## src/rtl/alu_pkg.sv

```systemverilog
// Shared definitions for the ALU datapath and its request sequencer.
// Latency: none (types, constants and a pure helper only).
// Backpressure: not applicable.
package alu_pkg;

  localparam logic [2:0] OP_ADD = 3'b000;
  localparam logic [2:0] OP_SUB = 3'b001;
  localparam logic [2:0] OP_AND = 3'b010;
  localparam logic [2:0] OP_OR  = 3'b011;
  localparam logic [2:0] OP_XOR = 3'b100;
  localparam logic [2:0] OP_NOT = 3'b101;

  // Sequencer FSM encoding.
  typedef enum logic [1:0] {
    IDLE = 2'b00,
    EXEC = 2'b01,
    RESP = 2'b10
  } seq_state_t;

  // Opcodes above NOT (110, 111) have no ALU function.
  function automatic logic op_reserved(input logic [2:0] op);
    return (op > OP_NOT);
  endfunction

endpackage

```

## src/rtl/alu_sequencer.sv

```systemverilog
// Registers requests onto the ALU inputs, captures result/flags, holds the response, tracks chain carry.
// Latency: valid op -> rsp_valid 1 cycle after accept edge; reserved op -> rsp_valid right after accept edge.
// Backpressure: rsp_ready low holds RESP with all outputs frozen; req_ready is high only in IDLE.
module alu_sequencer
  import alu_pkg::*;
#(
  parameter int W_size = 8
) (
  input  logic              clk,
  input  logic              rst_n,
  input  logic              req_valid,
  output logic              req_ready,
  input  logic [2:0]        req_op,
  input  logic [W_size-1:0] req_a,
  input  logic [W_size-1:0] req_b,
  input  logic              req_chain,
  output logic [W_size-1:0] alu_a,
  output logic [W_size-1:0] alu_b,
  output logic [2:0]        alu_s,
  output logic              alu_cin,
  input  logic [W_size-1:0] alu_res,
  input  logic              alu_zero,
  input  logic              alu_of,
  output logic              rsp_valid,
  input  logic              rsp_ready,
  output logic [W_size-1:0] rsp_data,
  output logic              rsp_zero,
  output logic              rsp_of,
  output logic              rsp_err,
  output logic              carry_q,
  output logic [15:0]       stat_ops
);

  seq_state_t state, state_nxt;

  // State register.
  always_ff @(posedge clk or negedge rst_n) begin
    if (!rst_n) state <= IDLE;
    else        state <= state_nxt;
  end

  // Next-state decode: accept in IDLE, one capture cycle for real ops, hold RESP until taken.
  always_comb begin
    state_nxt = state;
    case (state)
      IDLE: if (req_valid) state_nxt = op_reserved(req_op) ? RESP : EXEC;
      EXEC: state_nxt = RESP;
      RESP: if (rsp_ready) state_nxt = IDLE;
      default: state_nxt = IDLE;
    endcase
  end

  // Handshake outputs decode state only, so there is no input-to-output path.
  assign req_ready = (state == IDLE);
  assign rsp_valid = (state == RESP);

  // ALU drive, response capture, chain carry and completed-op counter.
  always_ff @(posedge clk or negedge rst_n) begin
    if (!rst_n) begin
      alu_a    <= '0;
      alu_b    <= '0;
      alu_s    <= OP_ADD;
      alu_cin  <= 1'b0;
      rsp_data <= '0;
      rsp_zero <= 1'b0;
      rsp_of   <= 1'b0;
      rsp_err  <= 1'b0;
      carry_q  <= 1'b0;
      stat_ops <= '0;
    end else begin
      case (state)
        IDLE: begin
          if (req_valid) begin
            if (op_reserved(req_op)) begin
              // ALU drive is left alone; the error response is built directly.
              rsp_data <= '0;
              rsp_zero <= 1'b0;
              rsp_of   <= 1'b0;
              rsp_err  <= 1'b1;
            end else begin
              alu_a   <= req_a;
              alu_b   <= req_b;
              alu_s   <= req_op;
              alu_cin <= (req_op == OP_ADD && req_chain) ? carry_q : 1'b0;
            end
          end
        end
        EXEC: begin
          rsp_data <= alu_res;
          rsp_zero <= alu_zero;
          rsp_of   <= alu_of;
          rsp_err  <= 1'b0;
          // Only arithmetic ops produce a carry/borrow worth chaining.
          if (alu_s == OP_ADD || alu_s == OP_SUB) carry_q <= alu_of;
        end
        RESP: begin
          if (rsp_ready) stat_ops <= stat_ops + 16'd1;
        end
        default: ;
      endcase
    end
  end

endmodule

```

## config.mk

```make
export PLATFORM = sky130hd
export DESIGN_NAME = alu_sequencer
export DESIGN_NICKNAME = d
export VERILOG_FILES = /design/src/rtl/alu_pkg.sv /design/src/rtl/alu_sequencer.sv
export SDC_FILE = /design/constraint.sdc
export NUM_CORES = 1
export LEC_CHECK = 0
export CAP_MARGIN = 20
export CORE_AREA = 5 5 78 80
export DETAILED_ROUTE_END_ITERATION = 16
export DIE_AREA = 0 0 83 85
export GPL_ROUTABILITY_DRIVEN = 0
export PLACE_DENSITY = 0.73
export SLEW_MARGIN = 20
export SYNTH_ARGS = -nofsm -noshare
export SYNTH_HDL_FRONTEND = slang
export SYNTH_SLANG_ARGS = --single-unit
```

## constraint.sdc

```tcl
create_clock -name clk -period 1.5 [get_ports clk]
set_input_delay 0.45 -clock clk [delete_from_list [all_inputs] [get_ports clk]]
set_output_delay 0.45 -clock clk [all_outputs]
set_load 0.01 [all_outputs]
```

==> impl_metrics.py <==
metrics = {
    "status": {
        "run_status": "finished clean",
    },
    "flow_run": {
        "maxCapViolCount": 0,
    },
    "power_and_ir_drop": {
        "vdd_drop_max_uv": 934.7,
        "power_density_mw_per_mm2": 1524,
        "leakagePower_nw": 1.678,
    },
    "yosys": {
        "synth_area_leaders": "dfrtp_1 62%, mux2_2 12%, xnor2_1 5.2%",
        "synth-compound-area-share_pct": 5.624,
        "synth_top_family_by_area": "multiplexers",
        "synth_commonest_cells": "50 x dfrtp_1, 21 x mux2_2, 12 x xnor2_1",
        "yosysTopAreaCell": "dfrtp_1",
        "synthesis.area_per_instance_sq_um": 13.87,
        "synth_ff_type": "dfrtp_1",
        "synth_adder_area_share_pct": 0.6180,
        "async_flop_share_pct": 100.0,
        "synth_cell_types": 28,
        "yosysMostFrequentCell": "dfrtp_1",
        "ys_seq_area_share_pct": 61.80,
        "synthesis.area_sq_mm": 0.002024,
        "yosys_warnings": 0,
        "synth_edf_count": 0,
        "synth_mux_area_share_pct": 11.68,
        "ys_seq_elements": 50,
        "yosys.area_share.simple_pct": 11.25,
        "synthXorXnorAreaFrac_pct": 6.860,
        "synth_top_area_share_pct": 61.80,
        "synth_fp_nets": 181,
        "synth_cells": 146,
    },
    "timing": {
        "min_period_ns": 1.454,
        "setup_viol": 0,
        "tightest_slew_ns": 0.2731,
        "finalCritPeriodShare_pct": 96.96,
        "slew_headroom_pct": 81.79,
        "whs_ns": 0.1182,
        "report.final.slew_viol_count": 0,
        "max_freq_mhz": 687.6,
        "fin_worst_skew_ns": 0.007511,
        "finalHoldViolCount": 0,
        "rsz0062_at_grt": "true",
    },
    "worst_setup_path": {
        "crit_type": "in -> reg",
        "start_kind": "primary input",
        "crit_arrival_ns": 1.64,
        "end_kind": "flip-flop",
        "cp.required_ns": 1.69,
        "timing.rr.end": "alu_a[1]",
        "rrSetupSlack_ns": 0.05,
        "r2r-start": "state[0]",
        "critPathMaxFanout": 11,
        "ff2ff_path_depth": 5,
    },
    "floorplanning": {
        "io_pins": 84,
        "die_h_microns": 85,
        "row_count": 27,
        "die_area_sq_mm": 0.007055,
        "initial_core_util_pct": 37.93,
        "core_sq_mm": 0.005338,
        "die_w_microns": 83,
    },
    "clocking": {
        "cts-htree-levels": 2,
        "cts-root-buf": "clkbuf_8",
        "cts_sinks": 50,
        "ctsHoldBuffers": 0,
        "cts_buffer_depth": 2,
        "numCtsBuffers": 5,
        "cts_tree": "done",
        "clk_pin_slew_ns": 0.09,
        "clock_latency_ns": 0.30,
    },
    "route": {
        "totalWireLength_mm": 4.919,
        "first_iter_violations": 43,
        "vias": 1603,
        "drc": 0,
        "avgViaCountPerCell": 4.729,
        "final_antenna_net_count": 0,
        "dr.pass1.iters": 4,
        "wire_per_inst_microns": 14.51,
    },
    "placed_design": {
        "hpwl_mm": 3.417,
        "place_inst": 318,
        "port_buffers": 83,
    },
    "layout": {
        "area_delta_synth_final_pct": 63.97,
        "fin_nets": 301,
        "antennaDiodeCount": 0,
        "seqCellArea_sq_mm": 0.001252,
        "layout.cells.non_filler": 339,
        "fillers": 476,
        "final_layout_size_suffix_gt1_share_pct": 29.21,
        "multi_input_area_sq_um": 759.5,
    },
    "global_routing": {
        "grt_pass1_wl_mm": 8.073,
        "overflow": 0,
        "grt.total_usage_pct": 13.93,
        "grt_pass1_vias": 1637,
        "antenna_found_initial": 0,
        "grt_max_degree": 51,
    },
    "hold_path": {
        "hold_class": "in -> async",
    },
}
-- cell usage in the layout, fill, tap and decap left out, types with 2 or more instances in the layout --
cell type,instances
dfrtp_1,49
dlygate4sd2_1,46
clkdlybuf4s50_1,29
buf_4,29
mux2_2,21
xnor2_1,12
a22o_1,10
nand2_1,8
nand3_1,6
nor2_1,5
clkbuf_8,5
inv_1,3
dlymetal6s2s_1,3
buf_2,3
o21ai_0,2
nand4_2,2
nand3_2,2
xor2_1,2
clkbuf_1,2
clkbuf_16,2
clkdlybuf4s15_1,2
buf_6,2
buf_12,2
-- report_power, final --
group	switching (mW)	total [mW]	internal [mW]
registers	0.253	2.08	1.82
logic	0.880	2.05	1.17
clock network	0.429	0.929	0.500
-- metal layers --
metal  track usage (%)  part of all wire (%)  up-vias
met5                 0                     0        -
met4             3.566                  0.28        0
met3             6.117                   7.4        2
met2             23.69                    52       46
met1             16.15                    40      801
li1                  -                     -      754
-- kinds of logic (layout without fill, tap and decap cells) --
kind of cell	Yosys count	count (layout)
AOI/OAI and AO/OA	14	14
adders and majority gates	1	1
buffers and inverters	9	130
and+or+nand+nor	36	36
xor gates and xnor gates	15	15
DFF	50	50
muxes	21	21
-- sequential cells by signal, indices dropped and copies added (netlist names) --
signal    count
alu_a         8
rsp_err       1
state         2
alu_cin       1
alu_s         3
rsp_data      8
rsp_of        1
alu_b         8
rsp_zero      1
stat_ops     16
carry_q       1
-- layout make-up --
| cell class | count | area share [%] |
|---|---|---|
| tap | 72 | 2.714 |
| clock inverter | 1 | 0.9046 |
| timing repair buffer | 118 | 33.02 |
| multi-input combinational | 87 | 22.88 |
| inverter | 4 | 0.4523 |
| sequential | 50 | 37.73 |
| clock buffer | 7 | 2.299 |
-- worst max path at each step --
| stage | startpoint | endpoint | slack (ns) |
|---|---|---|---|
| floorplan | state[0] | stat_ops[7] | 0.11 |
| global placement | rsp_ready | stat_ops[7] | -0.34 |
| detailed placement | rsp_ready | stat_ops[13] | -0.36 |
| CTS | state[1] | rsp_valid | -0.01 |
| global route | state[1] | rsp_valid | -0.02 |
| finish | req_valid | alu_a[1] | 0.05 |
-- metrics by stage --
step / instance area, sq um / setup slack, ns / util [%] / total power [mW] / TNS, ns
after floorplan: 2024 / 0.1092 / - / 2.956 / 0
after global placement: 3102 / -0.3418 / 58.11 / 4.333 / -12.08
after detailed placement: 3102 / -0.3649 / 58.11 / 4.386 / -12.38
after CTS: 3171 / -0.01147 / 59.40 / 4.997 / -0.01147
after global routing: 3319 / -0.02164 / 62.19 / 5.409 / -0.03446
final: 3319 / 0.04561 / 62.19 / 5.058 / 0
-- what timing repair did --
item                                    in CTS  in global routing
setup buffers                                1                 10
gates resized for setup                     62                  9
endpoints found under the setup margin      55                 31
gates cloned                                 0                  2
endpoints found under the hold margin        0                  0
pin swaps                                    4                  3
-- worst max-delay path: stages --
cell	delay [ns]
clkdlybuf4s50_1	0.49
nand4b_1	0.12
buf_6	0.15
clkbuf_16	0.16
mux2_2	0.26
No activity file was read; power rests on OpenSTA's default activity.
